### src/rtl/atten_spi_sequencer_pkg.sv
// -----------------------------------------------------------------------------
// atten_seq_pkg
// Shared types and helpers for the attenuator SPI sequencer.
//   seq_state_t  : sequencer FSM states
//   build_frame  : packs {channel, attenuation} into the serializer frame layout
// -----------------------------------------------------------------------------
package atten_seq_pkg;

  typedef enum logic [2:0] {
    IDLE    = 3'd0,
    SCAN    = 3'd1,
    LOAD    = 3'd2,
    WAIT_HI = 3'd3,
    WAIT_LO = 3'd4,
    DONE    = 3'd5
  } seq_state_t;

  // Frame layout: channel index sits directly above the attenuation code.
  // Wide fixed-size arguments keep the helper usable for any legal NUM_CH /
  // ATTEN_W; the caller slices the result down to its data width.
  function automatic logic [63:0] build_frame(input logic [31:0] ch,
                                              input logic [31:0] atten,
                                              input int          atten_w);
    return ({32'd0, ch} << atten_w) | {32'd0, atten};
  endfunction

endpackage

### src/rtl/atten_spi_sequencer_if.sv
// -----------------------------------------------------------------------------
// atten_spi_sequencer_if
// Bundles the host write/go port and the serializer handshake.
//   master : host + serializer side (drives wr_*, go, cs_in)
//   slave  : sequencer side (drives data_word, ld, busy, done, err)
// Parameters must match those of the attached atten_spi_sequencer.
// -----------------------------------------------------------------------------
interface atten_spi_sequencer_if #(
  parameter int DATA_W  = 32,
  parameter int NUM_CH  = 4,
  parameter int ATTEN_W = 7
);
  localparam int CH_W = $clog2(NUM_CH);

  logic               wr_en;
  logic [CH_W-1:0]    wr_ch;
  logic [ATTEN_W-1:0] wr_atten;
  logic               go;
  logic               cs_in;
  logic [DATA_W-1:0]  data_word;
  logic               ld;
  logic               busy;
  logic               done;
  logic               err;

  modport master (
    output wr_en, wr_ch, wr_atten, go, cs_in,
    input  data_word, ld, busy, done, err
  );

  modport slave (
    input  wr_en, wr_ch, wr_atten, go, cs_in,
    output data_word, ld, busy, done, err
  );

endinterface

### src/rtl/atten_spi_sequencer_shadow_bank.sv
// -----------------------------------------------------------------------------
// atten_shadow_bank
// Per-channel attenuation shadow registers with dirty flags.
//   clk, rst_n          : clock, async active-low reset
//   wr_en/wr_ch/wr_atten: host write; stores code and marks channel dirty
//   clr_en/clr_ch       : clear dirty flag (channel launched)
//   set_en/set_ch       : re-mark dirty flag (aborted frame)
//   rd_ch               : combinational read index
//   rd_atten/rd_dirty   : stored code and dirty flag at rd_ch
// A host write to the channel being cleared in the same cycle wins: its new
// code is stored and the channel stays dirty.
// -----------------------------------------------------------------------------
module atten_shadow_bank #(
  parameter int NUM_CH  = 4,
  parameter int ATTEN_W = 7,
  parameter int CH_W    = $clog2(NUM_CH)
) (
  input  logic               clk,
  input  logic               rst_n,
  input  logic               wr_en,
  input  logic [CH_W-1:0]    wr_ch,
  input  logic [ATTEN_W-1:0] wr_atten,
  input  logic               clr_en,
  input  logic [CH_W-1:0]    clr_ch,
  input  logic               set_en,
  input  logic [CH_W-1:0]    set_ch,
  input  logic [CH_W-1:0]    rd_ch,
  output logic [ATTEN_W-1:0] rd_atten,
  output logic               rd_dirty
);

  logic [ATTEN_W-1:0] shadow [NUM_CH];
  logic [NUM_CH-1:0]  dirty;
  logic               wr_ok;

  assign wr_ok = wr_en && (int'(wr_ch) < NUM_CH);

  // NOTE: the shadow array is reset on purpose: software may issue go before
  // writing every channel, and a cleared bank guarantees a defined code.
  always_ff @(posedge clk or negedge rst_n) begin
    if (!rst_n) begin
      for (int i = 0; i < NUM_CH; i++) shadow[i] <= '0;
      dirty <= '0;
    end else begin
      if (clr_en) dirty[clr_ch] <= 1'b0;
      if (set_en) dirty[set_ch] <= 1'b1;
      // Written last so a same-cycle host write overrides the clear.
      if (wr_ok) begin
        shadow[wr_ch] <= wr_atten;
        dirty[wr_ch]  <= 1'b1;
      end
    end
  end

  assign rd_atten = shadow[rd_ch];
  assign rd_dirty = dirty[rd_ch];

endmodule

### src/rtl/atten_spi_sequencer.sv
// -----------------------------------------------------------------------------
// atten_spi_sequencer
// Feeds the attenuator SPI serializer: on go, sends one frame per dirty
// channel (round-robin from the scan pointer), holding ld for LD_CYCLES and
// waiting for the serializer's CS pulse between frames.
//   clk, rst_n : clock (shared with serializer), async active-low reset
//   bus        : atten_spi_sequencer_if.slave (host write/go, serializer
//                data_word/ld/cs_in, status busy/done/err)
// Optional build macro ATTEN_SEQ_TIMEOUT_EN: adds a per-frame watchdog on the
// CS wait; on expiry err is set, the channel is re-marked dirty and the
// sequence ends with a done pulse. Without it err stays 0 and the wait is
// unbounded.
// -----------------------------------------------------------------------------
module atten_spi_sequencer
  import atten_seq_pkg::*;
#(
  parameter int DATA_W         = 32,
  parameter int FRAME_BITS     = 24,
  parameter int NUM_CH         = 4,
  parameter int ATTEN_W        = 7,
  parameter int LD_CYCLES      = 4,
  parameter int TIMEOUT_CYCLES = 65535
) (
  input logic                  clk,
  input logic                  rst_n,
  atten_spi_sequencer_if.slave bus
);

  localparam int              CH_W    = $clog2(NUM_CH);
  localparam int              LD_W    = (LD_CYCLES > 1) ? $clog2(LD_CYCLES) : 1;
  localparam logic [CH_W-1:0] LAST_CH = CH_W'(NUM_CH - 1);
  localparam logic [LD_W-1:0] LD_LAST = LD_W'(LD_CYCLES - 1);

  seq_state_t         state;
  logic [CH_W-1:0]    ptr;
  logic [CH_W-1:0]    next_ptr;
  logic [CH_W-1:0]    clean_cnt;
  logic [CH_W-1:0]    cur_ch;
  logic [LD_W-1:0]    ld_cnt;
  logic [ATTEN_W-1:0] rd_atten;
  logic               rd_dirty;
  logic               clr_en;
  logic               wd_fire;
  logic [63:0]        frame_full;
  logic [DATA_W-1:0]  frame_next;

  assign next_ptr = (ptr == LAST_CH) ? '0 : ptr + 1'b1;
  assign clr_en   = (state == SCAN) && rd_dirty;

  atten_shadow_bank #(
    .NUM_CH  (NUM_CH),
    .ATTEN_W (ATTEN_W)
  ) u_bank (
    .clk      (clk),
    .rst_n    (rst_n),
    .wr_en    (bus.wr_en),
    .wr_ch    (bus.wr_ch),
    .wr_atten (bus.wr_atten),
    .clr_en   (clr_en),
    .clr_ch   (ptr),
    .set_en   (wd_fire),
    .set_ch   (cur_ch),
    .rd_ch    (ptr),
    .rd_atten (rd_atten),
    .rd_dirty (rd_dirty)
  );

  // NOTE: every variable gets a default before the loop so no latch is
  // inferred for bits above FRAME_BITS.
  always_comb begin
    frame_full = build_frame(32'(ptr), 32'(rd_atten), ATTEN_W);
    frame_next = '0;
    for (int b = 0; b < FRAME_BITS; b++) frame_next[b] = frame_full[b];
  end

`ifdef ATTEN_SEQ_TIMEOUT_EN
  localparam int             WD_W    = $clog2(TIMEOUT_CYCLES + 1);
  localparam logic [WD_W-1:0] WD_LAST = WD_W'(TIMEOUT_CYCLES - 1);

  logic [WD_W-1:0] wd_cnt;
  logic            waiting;

  assign waiting = (state == WAIT_HI) || (state == WAIT_LO);
  assign wd_fire = waiting && (wd_cnt == WD_LAST);

  // Restarts on entry to each wait state; the only in-wait state change is
  // WAIT_HI -> WAIT_LO on cs_in.
  always_ff @(posedge clk or negedge rst_n) begin
    if (!rst_n)                                           wd_cnt <= '0;
    else if (!waiting || wd_fire ||
             (state == WAIT_HI && bus.cs_in))              wd_cnt <= '0;
    else                                                  wd_cnt <= wd_cnt + 1'b1;
  end
`else
  assign wd_fire = 1'b0;
`endif

  // NOTE: sequential state uses non-blocking assignments only, so every
  // branch below reads the pre-edge values of state, ptr and counters.
  always_ff @(posedge clk or negedge rst_n) begin
    if (!rst_n) begin
      state         <= IDLE;
      ptr           <= '0;
      clean_cnt     <= '0;
      cur_ch        <= '0;
      ld_cnt        <= '0;
      bus.data_word <= '0;
      bus.ld        <= 1'b0;
      bus.busy      <= 1'b0;
      bus.done      <= 1'b0;
      bus.err       <= 1'b0;
    end else begin
      bus.done <= 1'b0;
      case (state)
        IDLE: begin
          if (bus.go) begin
            bus.err   <= 1'b0;
            bus.busy  <= 1'b1;
            clean_cnt <= '0;
            state     <= SCAN;
          end
        end
        SCAN: begin
          ptr <= next_ptr;
          if (rd_dirty) begin
            bus.data_word <= frame_next;
            bus.ld        <= 1'b1;
            ld_cnt        <= '0;
            clean_cnt     <= '0;
            cur_ch        <= ptr;
            state         <= LOAD;
          end else if (clean_cnt == LAST_CH) begin
            bus.done <= 1'b1;
            state    <= DONE;
          end else begin
            clean_cnt <= clean_cnt + 1'b1;
          end
        end
        LOAD: begin
          if (ld_cnt == LD_LAST) begin
            bus.ld <= 1'b0;
            state  <= WAIT_HI;
          end else begin
            ld_cnt <= ld_cnt + 1'b1;
          end
        end
        WAIT_HI, WAIT_LO: begin
          if (wd_fire) begin
            bus.err  <= 1'b1;
            bus.done <= 1'b1;
            state    <= DONE;
          end else if (state == WAIT_HI && bus.cs_in) begin
            state <= WAIT_LO;
          end else if (state == WAIT_LO && !bus.cs_in) begin
            state <= SCAN;
          end
        end
        DONE: begin
          bus.busy <= 1'b0;
          state    <= IDLE;
        end
        default: state <= IDLE;
      endcase
    end
  end

endmodule

### src/flat_wrapper.sv
// flat-port wrapper written by rule: the top's interface ports become plain ports
module atten_spi_sequencer_flat import atten_seq_pkg::*;
#(
  parameter int DATA_W         = 32,
  parameter int FRAME_BITS     = 24,
  parameter int NUM_CH         = 4,
  parameter int ATTEN_W        = 7,
  parameter int LD_CYCLES      = 4,
  parameter int TIMEOUT_CYCLES = 65535
)
  (clk, rst_n, bus_wr_en, bus_wr_ch, bus_wr_atten, bus_go, bus_cs_in, bus_data_word, bus_ld, bus_busy, bus_done, bus_err);
  atten_spi_sequencer_if #(.DATA_W(DATA_W), .NUM_CH(NUM_CH), .ATTEN_W(ATTEN_W)) bus_i ();
  input logic clk;
  input logic rst_n;
  input wire logic [$bits(bus_i.wr_en)-1:0] bus_wr_en;
  input wire logic [$bits(bus_i.wr_ch)-1:0] bus_wr_ch;
  input wire logic [$bits(bus_i.wr_atten)-1:0] bus_wr_atten;
  input wire logic [$bits(bus_i.go)-1:0] bus_go;
  input wire logic [$bits(bus_i.cs_in)-1:0] bus_cs_in;
  output wire logic [$bits(bus_i.data_word)-1:0] bus_data_word;
  output wire logic [$bits(bus_i.ld)-1:0] bus_ld;
  output wire logic [$bits(bus_i.busy)-1:0] bus_busy;
  output wire logic [$bits(bus_i.done)-1:0] bus_done;
  output wire logic [$bits(bus_i.err)-1:0] bus_err;
  assign bus_i.wr_en = bus_wr_en;
  assign bus_i.wr_ch = bus_wr_ch;
  assign bus_i.wr_atten = bus_wr_atten;
  assign bus_i.go = bus_go;
  assign bus_i.cs_in = bus_cs_in;
  assign bus_data_word = bus_i.data_word;
  assign bus_ld = bus_i.ld;
  assign bus_busy = bus_i.busy;
  assign bus_done = bus_i.done;
  assign bus_err = bus_i.err;
  atten_spi_sequencer #(.DATA_W(DATA_W), .FRAME_BITS(FRAME_BITS), .NUM_CH(NUM_CH), .ATTEN_W(ATTEN_W), .LD_CYCLES(LD_CYCLES), .TIMEOUT_CYCLES(TIMEOUT_CYCLES)) u_core (.clk(clk), .rst_n(rst_n), .bus(bus_i));
endmodule
### config.mk
export PLATFORM = sky130hd
export DESIGN_NAME = atten_spi_sequencer_flat
export DESIGN_NICKNAME = d
export VERILOG_FILES = /design/src/rtl/atten_spi_sequencer_pkg.sv /design/src/rtl/atten_spi_sequencer_if.sv /design/src/rtl/atten_spi_sequencer_shadow_bank.sv /design/src/rtl/atten_spi_sequencer.sv /design/src/flat_wrapper.sv
export SDC_FILE = /design/constraint.sdc
export NUM_CORES = 1
export LEC_CHECK = 0
export ABC_AREA = 1
export BUFFER_PORTS_ARGS = -buffer_cell sky130_fd_sc_hd__buf_4
export CORE_MARGIN = 1
export CORE_UTILIZATION = 49
export CTS_CLUSTER_SIZE = 16
export DETAILED_ROUTE_END_ITERATION = 8
export MAX_ROUTING_LAYER = met4
export PLACE_DENSITY = 0.69
export RECOVER_POWER = 100
export SYNTH_ARGS = -nofsm -noshare
export SYNTH_HDL_FRONTEND = slang
export SYNTH_SLANG_ARGS = --single-unit
### constraint.sdc
create_clock -name clk -period 1.8 [get_ports clk]
set_input_delay 0.09 -clock clk [delete_from_list [all_inputs] [get_ports clk]]
set_output_delay 0.09 -clock clk [all_outputs]
set_load 0.005 [all_outputs]
==> flow_metrics.env <==
export IMPL_grt_max_degree=54
export IMPL_clk_pin_slew_worst_paths_ns=0.09
export IMPL_critPathMaxFanout=9
export IMPL_crit_slowest_cell="dfrtp_1"
export IMPL_synth_edf_count=0
export IMPL_min_delay_path_class="in -> reg"
export IMPL_layout_nets=366
export IMPL_status="completed"
export IMPL_synth_area_leaders="dfrtp_1 (50%), nand2_1 (14%), o21ai_0 (9.3%)"
export IMPL_wl_um=5000
export IMPL_cts_resized=0
export IMPL_synth_xor_area_share_pct=0
export IMPL_p_per_area_nw_per_um2=1440
export IMPL_track_usage_pct=20.0
export IMPL_area_growth_syn_to_layout_pct=9.99
export IMPL_synth_top_family_by_area="simple AND/OR/NAND/NOR gates"
export IMPL_post_route_cells_drive_above_1_share_pct=11.8
export IMPL_worst_pin_slew_ns=0.660
export IMPL_final_cells=417
export IMPL_cts_max_level=2
export IMPL_yosys_area_share_simple_pct=22.4
export IMPL_ys_seq_elements=53
export IMPL_fin_area_um2=2890
export IMPL_tritoncts="yes"
export IMPL_drv_cap=0
export IMPL_drtPass1Iterations=4
export IMPL_cp_start_kind="flip-flop"
export IMPL_synth_ff_type="dfrtp_1"
export IMPL_max_freq_ghz=0.661
export IMPL_die_h_um=75.3
export IMPL_yosys_warnings=0
export IMPL_cts_root_buf="clkbuf_8"
export IMPL_grt_pass1_wl_um=8180
export IMPL_min_period_ns=1.51
export IMPL_irDropWorstVdd_v=0.000743
export IMPL_synth_mux_area_share_pct=0
export IMPL_die_x_um=75.3
export IMPL_fin_tns_setup_ns=0
export IMPL_hold_viol=0
export IMPL_post_route_util_pct=56.3
export IMPL_syn_inst=319
export IMPL_synthAdderAreaFrac_pct=2.85
export IMPL_via_per_inst=4.81
export IMPL_cts_sinks=53
export IMPL_placed_cell_area_um2=2790
export IMPL_dp_cells=408
export IMPL_avgSynthCellArea_um2=8.24
export IMPL_port_buffers=25
export IMPL_ant_nets=0
export IMPL_drv_slew=0
export IMPL_vias=2004
export IMPL_grt_remaining_overflow=0
export IMPL_leakage_nw=1.52
export IMPL_drc_errors=0
export IMPL_synthArstFlopShare_pct=100
export IMPL_max_slew_margin_rel_pct=56.0
export IMPL_synth_cell_area_um2=2630
export IMPL_diodes=0
export IMPL_dp_hpwl_um=3550
export IMPL_initialDrtViolationCount=82
export IMPL_ios=50
export IMPL_synth_compound_area_share_pct=11.7
export IMPL_cts_buffers=5
export IMPL_path_cells="inv_1, nand3_2, inv_2, nand3_2, buf_4, nand2_1, o21ai_0"
export IMPL_critical_path_buf_inv_count=3
export IMPL_total_power_mw=4.15
export IMPL_critPathKind="reg -> reg"
export IMPL_path_delay_family="buffers and inverters"
export IMPL_crit_arrival_ns=1.68
export IMPL_die_area_um2=5660
export IMPL_timing_final_crit_share_pct=84.1
export IMPL_yosysSeqAreaShare_pct=50.4
export IMPL_crit_top_cell="nand3_2"
export IMPL_yosysTopAreaCell="dfrtp_1"
export IMPL_wl_per_cell_um=12.0
export IMPL_start_util_pct=51.2
export IMPL_cts_buffer_depth=2
export IMPL_rows=26
export IMPL_gp_congestion=0.822
export IMPL_setup_worst_path_end_class="flip-flop"
export IMPL_core_area_um2=5140
export IMPL_grt_setup_unrepaired="no"
export IMPL_yosysTopAreaCellShare_pct=50.4
export IMPL_fin_skew_ns=0.00480
export IMPL_antenna_found_initial=0
export IMPL_setup_violations_final=0
export IMPL_grt_pass1_vias=1791
export IMPL_clk_latency_ns=0.30
export IMPL_cpPeakStageDelay_ns=0.46
export IMPL_synth_distinct_cells=21
export IMPL_required_ns=1.97
where the power goes:
| part | internal (mW) | switching [mW] | leakage (nW) |
|---|---|---|---|
| Combinational | 0.623 | 0.990 | 0.815 |
| Sequential | 1.51 | 0.223 | 0.652 |
| Clock | 0.418 | 0.383 | 0.0554 |
final cells by class:
type,instances,area [µm²]
Clock buffer,6,72.6
Sequential cell,53,1330
Timing Repair Buffer,31,224
Tap cell,70,87.6
Multi-Input combinational cell,232,1050
Fill cell,508,2250
Clock inverter,2,38.8
Inverter,23,88.8
tightest hold or removal path, stage by stage:
cell and delay (ns):
buf_4 0.07, inv_1 0.05, o21ai_0 0.14
path summary, 6_finish.rpt:
path | startpoint | endpoint | slack, ns | cells after the start
worst max-delay path | u_core.state[2] | u_core.bus.data_word[7] | 0.29 | 7
worst min-delay path | bus_wr_atten[2] | u_core.u_bank.shadow[23] | 0.09 | 3
worst max register to register | u_core.state[2] | u_core.bus.data_word[7] | 0.29 | 7
worst min register to register | u_core.u_bank.dirty[1] | u_core.u_bank.dirty[1] | 0.48 | 2
max in group asynchronous | rst_n | u_core.clean_cnt[1] | 0.98 | 2
min in group asynchronous | rst_n | u_core.bus.busy | 0.37 | 2
per-stage QoR:
step	hold slack [ns]	setup slack (ns)
final	0.0870	0.287
after global routing	0.0897	0.153
after CTS	0.0843	0.293
after detailed placement	0.168	0.309
after global placement	0.163	0.377
after floorplan	-0.206	0.466
cells in the mapped netlist, types with 3 or more instances:
| library cell | number |
|---|---|
| nand3_2 | 3 |
| inv_1 | 20 |
| nor2_1 | 27 |
| buf_4 | 26 |
| nand2_1 | 96 |
| o22ai_1 | 7 |
| dfrtp_1 | 53 |
| o21ai_0 | 49 |
| ha_1 | 6 |
| clkbuf_1 | 6 |
| nand3_1 | 12 |
layer usage:
layer	GRT usage, %	part of all wire [%]
met1	27.2	49
met2	31.1	47
met3	4.02	4.1
met4	4.53	0.50
met5	-	0
registers in the layout (all words and copies together) (netlist names):
| signal | cells |
|---|---|
| u_core.u_bank.shadow | 28 |
| u_core.bus.data_word | 9 |
| u_core.u_bank.dirty | 4 |
| u_core.state | 3 |
| u_core.clean_cnt | 2 |
| u_core.ld_cnt | 2 |
| u_core.ptr | 2 |
| u_core.bus.busy | 1 |
| u_core.bus.done | 1 |
| u_core.bus.ld | 1 |
cell usage in the layout (no fill, tap or decap), types with 2 or more instances in the layout:
master,synthesis,routed
nand2_1,96,97
buf_4,26,16
nand3_2,3,3
dfrtp_1,53,53
nor2_1,27,27
clkbuf_1,6,4
inv_1,20,21
nand3_1,12,12
ha_1,6,6
clkbuf_8,0,5
clkbuf_4,0,11
a21oi_1,2,2
o21ai_0,49,50
conb_1,1,24
o22ai_1,7,7
cells by family (layout without fill, tap and decap cells):
logic type               Yosys count  count (layout)
AND/OR/NAND/NOR                  143             143
AO/OA/AOI/OAI                     59              59
buffers and inverters             57              62
flip-flops                        53              53
adder cells (fa/ha/maj)            6               6
other                              1              24
timing repair:
action,CTS,global route
setup buffers,0,0
endpoints found under the hold margin,53,0
hold buffers,1,0
(Power assumes the default switching activity.)
